[src/rtl/sfifo_fwft_ctrl.sv]
// sfifo_fwft_ctrl
// Single-clock FIFO controller around an external dual-port synchronous SRAM
// (1-cycle registered read data). The input and output sides are ready/valid
// streams. On the output side the head word is presented as soon as it is
// available (first-word-fall-through). A 2-entry output buffer (head + skid)
// hides the SRAM read latency, so the FIFO can move one word per cycle.
//
// Occupancy is tracked across three places:
//   SRAM      : wp - rp (pointers carry one extra MSB to tell full from empty)
//   in flight : a read was issued last cycle and its data returns this cycle
//   buffer    : 0..2 words held in head/skid
// Reads are only issued when the buffer is guaranteed to have room for the
// returning word. This gives total capacity Depth + 2.
module sfifo_fwft_ctrl #(
  parameter  int Width     = 8,
  parameter  int Depth     = 512,
  localparam int AddrLines = $clog2(Depth)
) (
  input  logic                 clk,
  input  logic                 rstn,
  // write-side stream
  input  logic                 InValid,
  output logic                 InReady,
  input  logic [Width-1:0]     InData,
  // read-side stream
  output logic                 OutValid,
  input  logic                 OutReady,
  output logic [Width-1:0]     OutData,
  // SRAM write port
  output logic                 MemWRen,
  output logic [AddrLines-1:0] MemWRaddr,
  output logic [Width-1:0]     MemWRdata,
  // SRAM read port
  output logic                 MemRDen,
  output logic [AddrLines-1:0] MemRDaddr,
  input  logic [Width-1:0]     MemRDdata,
  // occupancy
  output logic [AddrLines:0]   Count
);

  localparam logic [AddrLines:0] DepthVal = (AddrLines + 1)'(Depth);

  // Registered state
  logic [AddrLines:0] wp_q, wp_d;
  logic [AddrLines:0] rp_q, rp_d;
  logic               inflight_q, inflight_d;
  logic [1:0]         bcnt_q, bcnt_d;
  logic [Width-1:0]   head_q, head_d;
  logic [Width-1:0]   skid_q, skid_d;

  // Derived combinational signals
  logic [AddrLines:0] scnt;
  logic               push;
  logic               pop;
  logic               rden;
  logic [2:0]         slots_avail;
  logic [2:0]         slots_used;

  // Occupancy, handshakes and read-issue decision
  always_comb begin
    scnt = wp_q - rp_q;

    InReady  = (scnt != DepthVal);
    push     = InValid & InReady;

    OutValid = (bcnt_q != 2'd0);
    pop      = OutValid & OutReady;

    // A read may go out when it has credit, that is when
    // 2 - bcnt - inflight + pop > 0.
    // The comparison is done on unsigned terms so no value goes negative.
    slots_avail = 3'd2 + {2'b00, pop};
    slots_used  = {1'b0, bcnt_q} + {2'b00, inflight_q};
    rden        = (scnt != '0) && (slots_avail > slots_used);

    MemWRen   = push;
    MemWRaddr = wp_q[AddrLines-1:0];
    MemWRdata = InData;

    MemRDen   = rden;
    MemRDaddr = rp_q[AddrLines-1:0];

    OutData = head_q;

    Count = scnt
          + {{AddrLines{1'b0}}, inflight_q}
          + {{(AddrLines-1){1'b0}}, bcnt_q};
  end

  // Next-state for pointers and the in-flight read marker
  always_comb begin
    wp_d       = wp_q + {{AddrLines{1'b0}}, push};
    rp_d       = rp_q + {{AddrLines{1'b0}}, rden};
    inflight_d = rden;
  end

  // Output buffer update.
  // A pop shifts the skid entry into head first. Returning read data then
  // lands in the first free slot, which keeps words in order.
  always_comb begin
    head_d = head_q;
    skid_d = skid_q;
    bcnt_d = bcnt_q;
    if (pop) begin
      head_d = skid_q;
      bcnt_d = bcnt_q - 2'd1;
    end
    if (inflight_q) begin
      if (bcnt_d == 2'd0) begin
        head_d = MemRDdata;
      end else begin
        skid_d = MemRDdata;
      end
      bcnt_d = bcnt_d + 2'd1;
    end
  end

  // State registers; reset drops any read still in flight so that stale
  // MemRDdata returning after release is never captured
  always_ff @(posedge clk or negedge rstn) begin
    if (!rstn) begin
      wp_q       <= '0;
      rp_q       <= '0;
      inflight_q <= 1'b0;
      bcnt_q     <= 2'd0;
      head_q     <= '0;
      skid_q     <= '0;
    end else begin
      wp_q       <= wp_d;
      rp_q       <= rp_d;
      inflight_q <= inflight_d;
      bcnt_q     <= bcnt_d;
      head_q     <= head_d;
      skid_q     <= skid_d;
    end
  end

endmodule

[config.mk]
export PLATFORM = sky130hd
export DESIGN_NAME = sfifo_fwft_ctrl
export DESIGN_NICKNAME = d
export VERILOG_FILES = /design/src/rtl/sfifo_fwft_ctrl.sv
export SDC_FILE = /design/constraint.sdc
export NUM_CORES = 1
export LEC_CHECK = 0
export BUFFER_PORTS_ARGS = -buffer_cell sky130_fd_sc_hd__buf_2
export CAP_MARGIN = 15
export CORE_MARGIN = 2
export CORE_UTILIZATION = 57
export CTS_CLUSTER_SIZE = 10
export DETAILED_ROUTE_END_ITERATION = 6
export PLACE_DENSITY = 0.9
export SLEW_MARGIN = 20
export SYNTH_ARGS = -nofsm -noshare
export SYNTH_HDL_FRONTEND = slang
export SYNTH_SLANG_ARGS = --single-unit
[constraint.sdc]
create_clock -name clk -period 7.1 [get_ports clk]
set_input_delay 1.065 -clock clk [delete_from_list [all_inputs] [get_ports clk]]
set_output_delay 1.065 -clock clk [all_outputs]
set_load 0.01 [all_outputs]
Word-level counts from Yosys, hierarchy flattened
Cells that the tools add are included.
Cells by class
  equality and inequality tests: 1
  $lt $le $gt $ge: 1
  add/subtract/negate cells: 9
  mux-type cells: 5
  reductions and logical operators: 5
  bitwise logic cells: 3
Operator list (number)
  adder 10 x 1 -> 10 bit: 3
  two-way mux 8 bit: 3
  adder 10 x 2 -> 10 bit: 1
  != test 10 bit (second input constant): 1
  nonzero test 10 bit: 1
  subtractor 10 bit: 1
  two-way mux 2 bit: 2
  adder 2 x 1 -> 3 bit: 1
  adder 2 x 1 -> 3 bit (first input constant): 1
  greater-than comparator 3 bit: 1
  adder 2 x 1 -> 2 bit (second input constant): 1
  bitwise AND 1 bit: 2
  zero test 2 bit: 1
  AND reduction 2 bit: 1
  nonzero test 2 bit: 1
  subtractor 2 x 1 -> 2 bit (second input constant): 1
  logical AND 1 bit: 1
  NOT 1 bit: 1
Word-level totals
  register bits after elaboration: 39
  output and inout port bits: 48
  bits of input ports: 20
  logic and storage cells: 30

Logic depth before layout (Yosys ltp)
  depth in word-level cells: 6
  depth in mapped cells: 14
  mapped depth without buffers: 14

Least setup slack after synthesis
Ideal clock, no wire load.
  path kind: register -> output
  from: register wp_q[0]
  to: output Count[8]
  cell stages (with the launch flop): 9
  buffers on the path: 0
  arrival: 2.560 ns
  path slack: 3.475 ns
  data required time: 6.035 ns
  path through: dfrtp_1 inv_1 ha_1 fa_1 fa_1 nor2_1 nand4_1 or4b_1 xnor2_1
On the way
  cells in the longest elaborated chain, start to end: 3
RTL lines
  start: declaration: line 44  | logic [AddrLines:0] wp_q, wp_d;
  start signal: assignment: line 129  | wp_q <= wp_d;
  subtractor 10 bit: line 61  | scnt = wp_q - rp_q;
  adder 10 x 1 -> 10 bit: line 86  | + {{AddrLines{1'b0}}, inflight_q}
  adder 10 x 2 -> 10 bit: line 87  | + {{(AddrLines-1){1'b0}}, bcnt_q};
  end: declaration: line 38  | output logic [AddrLines:0] Count
Every way passes these cells.

Worst setup path after layout
  from: register wp_q[0]
  to: output MemRDen
On the way
  cells in the longest elaborated chain, start to end: 3
RTL lines
  subtractor 10 bit: line 61
  nonzero test 10 bit: line 74  | rden = (scnt != '0) && (slots_avail > slots_used);
  logical AND 1 bit: line 74
  end: declaration: line 34  | output logic MemRDen,
Every way passes these cells.

==> metrics.yaml <==
final_nets: 331
clk_latency_ns: 0.29
worstPathArrival_ns: 3.28
period_needed_ns: 4.34
dp_hpwl_um: 3860
synthArstFlopShare_pct: 100
setup_viol: 0
hold_ws_ns: 0.489
cp_slowest_cell: "nor4_1"
gp_congestion: 0.813
ys_seq_area_share_pct: 37.3
worstPathCellList: "inv_1 > ha_1 > fa_1 > and2b_1 > o2111ai_1 > a21boi_0 > o21bai_1 > nor4_1 > a21oi_1 > buf_2"
max_slew_margin_pct: 42.7
synth-seq-cells: 39
hold_viol_final: 0
crit_required_ns: 6.03
first_iter_violations: 42
syn_avg_cell_area_um2: 10.1
core_um2: 4380
fin_tns_setup_ns: 0
antenna_found_initial: 0
worst-path-max-fanout: 4
rows: 24
postRouteAntennaNets: 0
area.sequential_um2: 976
fillCellCount: 352
drv_cap: 0
drive_gt1_share_pct: 26.1
crit_type: "reg2out"
wl_per_cell_um: 14.8
fin_skew_ns: 0.00872
die_h_um: 71.8
multi_input_area_um2: 1350
rsz0062_at_grt: "false"
route.detailed.drc: 0
clock_path_buffers: 2
outcome: "complete, no violations"
synth-edff-count: 0
synth_cells: 258
io_pins: 68
start_util_pct: 59.7
finalMaxSlewViolations: 0
grt_remaining_overflow: 0
worst_slew_pin_slew_ns: 0.860
grtUsageTotal_pct: 21.2
cp-start-kind: "flip-flop"
wirelength_um: 5020
first_global_vias: 1862
synth-main-ff-cell: "dfrtp_1"
chipWidth_um: 71.8
area_growth_pct: 7.80
port_buffers: 51
via_per_inst: 5.46
fmax_mhz: 230
cts.sinks: 39
crit_path_end_kind: "output pin"
dr.pass1.iters: 4
num_antenna_cells: 0
cts_max_level: 2
synthDistinctLibCells: 43
grt_start_max_net_pins: 40
yosys_warnings: 0
yosysTopAreaCell: "dfrtp_1"
yosysTopAreaCellShare_pct: 37.3
die-area_um2: 5150
dp_cells: 332
hp-class: "reg2reg"
syn-cell-area_um2: 2620
cts_buffers: 5
grt_pass1_wl_um: 8550
clk_pin_slew_worst_paths_ns: 0.07
cts_resized: 0
synth_commonest_cells: "dfrtp_1 (39), buf_4 (26), xnor2_1 (23)"
cts_setup_buffers: 0
finalCritPeriodShare_pct: 61.2
critPathMaxStageDelay_ns: 0.51
cts_hold_buf: 0
synth.area.top_cells: "dfrtp_1 (37%), ha_1 (10%), xnor2_1 (7.7%)"
yosysMostFrequentCell: "dfrtp_1"
num_vias: 1850
cts_root_buf: "clkbuf_8"
cts_tree: "built"
synth_nets: 302
instances_no_fill: 339
registers in the layout (all words and copies together) (netlist names):
name	cells
OutData	8
skid_q	8
rp_q	10
inflight_q	1
wp_q	10
bcnt_q	2
critical path: cells and delay by family (launching register included):
family	cells	cell delay (ns)
buf+inv	2	0.26
flops	1	0.37
compound gates	4	0.99
fa+ha+maj	2	0.63
simple gates	2	0.74
metal layers:
metal  vias up  wire [um]  global-route usage [%]
li1        912          -                       -
met1       890       2340                    29.0
met2        41       2340                    33.8
met3         7        262                    4.92
met4         0         71                    6.71
met5         -          0                       0
cells in the final DEF, fill, tap and decap left out, types with 3 or more instances in the layout:
cell type	synthesis	routed
nand3_1	12	12
nor2_1	5	5
o21ai_0	14	14
clkbuf_8	0	6
fa_1	3	3
mux2i_1	8	8
buf_2	0	51
xnor2_1	23	23
ha_1	21	21
xor2_1	9	9
nand4_1	3	3
dfrtp_1	39	39
nor4_1	3	3
inv_1	22	22
nand2_1	20	20
mux2_2	8	8
a21oi_1	6	6
and3_1	4	4
cell families after synthesis:
group / after synthesis / synth area share [%]
AO/OA/AOI/OAI: 34 / 8.90
XOR/XNOR: 34 / 12.0
adder cells (fa/ha/maj): 24 / 12.3
buffers and inverters: 51 / 11.0
flip-flops: 39 / 37.3
multiplexers: 16 / 6.50
AND/OR/NAND/NOR: 60 / 12.0
layout make-up:
type	count	area share, %
clock buffers	6	2.93
clock inverters	1	0.177
inverters	22	2.93
multi-input cells	168	48.0
flip-flops and latches	39	34.6
well taps	52	2.31
repair buffers	51	9.05
worst paths after layout:
check,slack [ns],startpoint,to,cells after the start
worst max register to register,3.41,wp_q[0],rp_q[8],13
max in group asynchronous,5.68,rstn,rp_q[6],1
min in group asynchronous,0.88,rstn,skid_q[0],1
worst max-delay path,2.76,wp_q[0],MemRDen,10
worst min-delay path,0.49,wp_q[9],wp_q[9],1
worst min register to register,0.49,wp_q[9],wp_q[9],1
through the flow:
| step | worst slack, ns | area [um2] | utilization [%] |
|---|---|---|---|
| after detailed placement | 2.94 | 2730 | 62.3 |
| after CTS | 2.83 | 2820 | 64.3 |
| final | 2.76 | 2820 | 64.3 |
| after floorplan | 3.48 | 2620 | - |
| after global placement | 3.02 | 2730 | 62.3 |
| after global routing | 2.58 | 2820 | 64.3 |
Power is left out: the tool's default activity adds up to more than one toggle a clock period on the data nets, which glitch-free logic cannot reach.
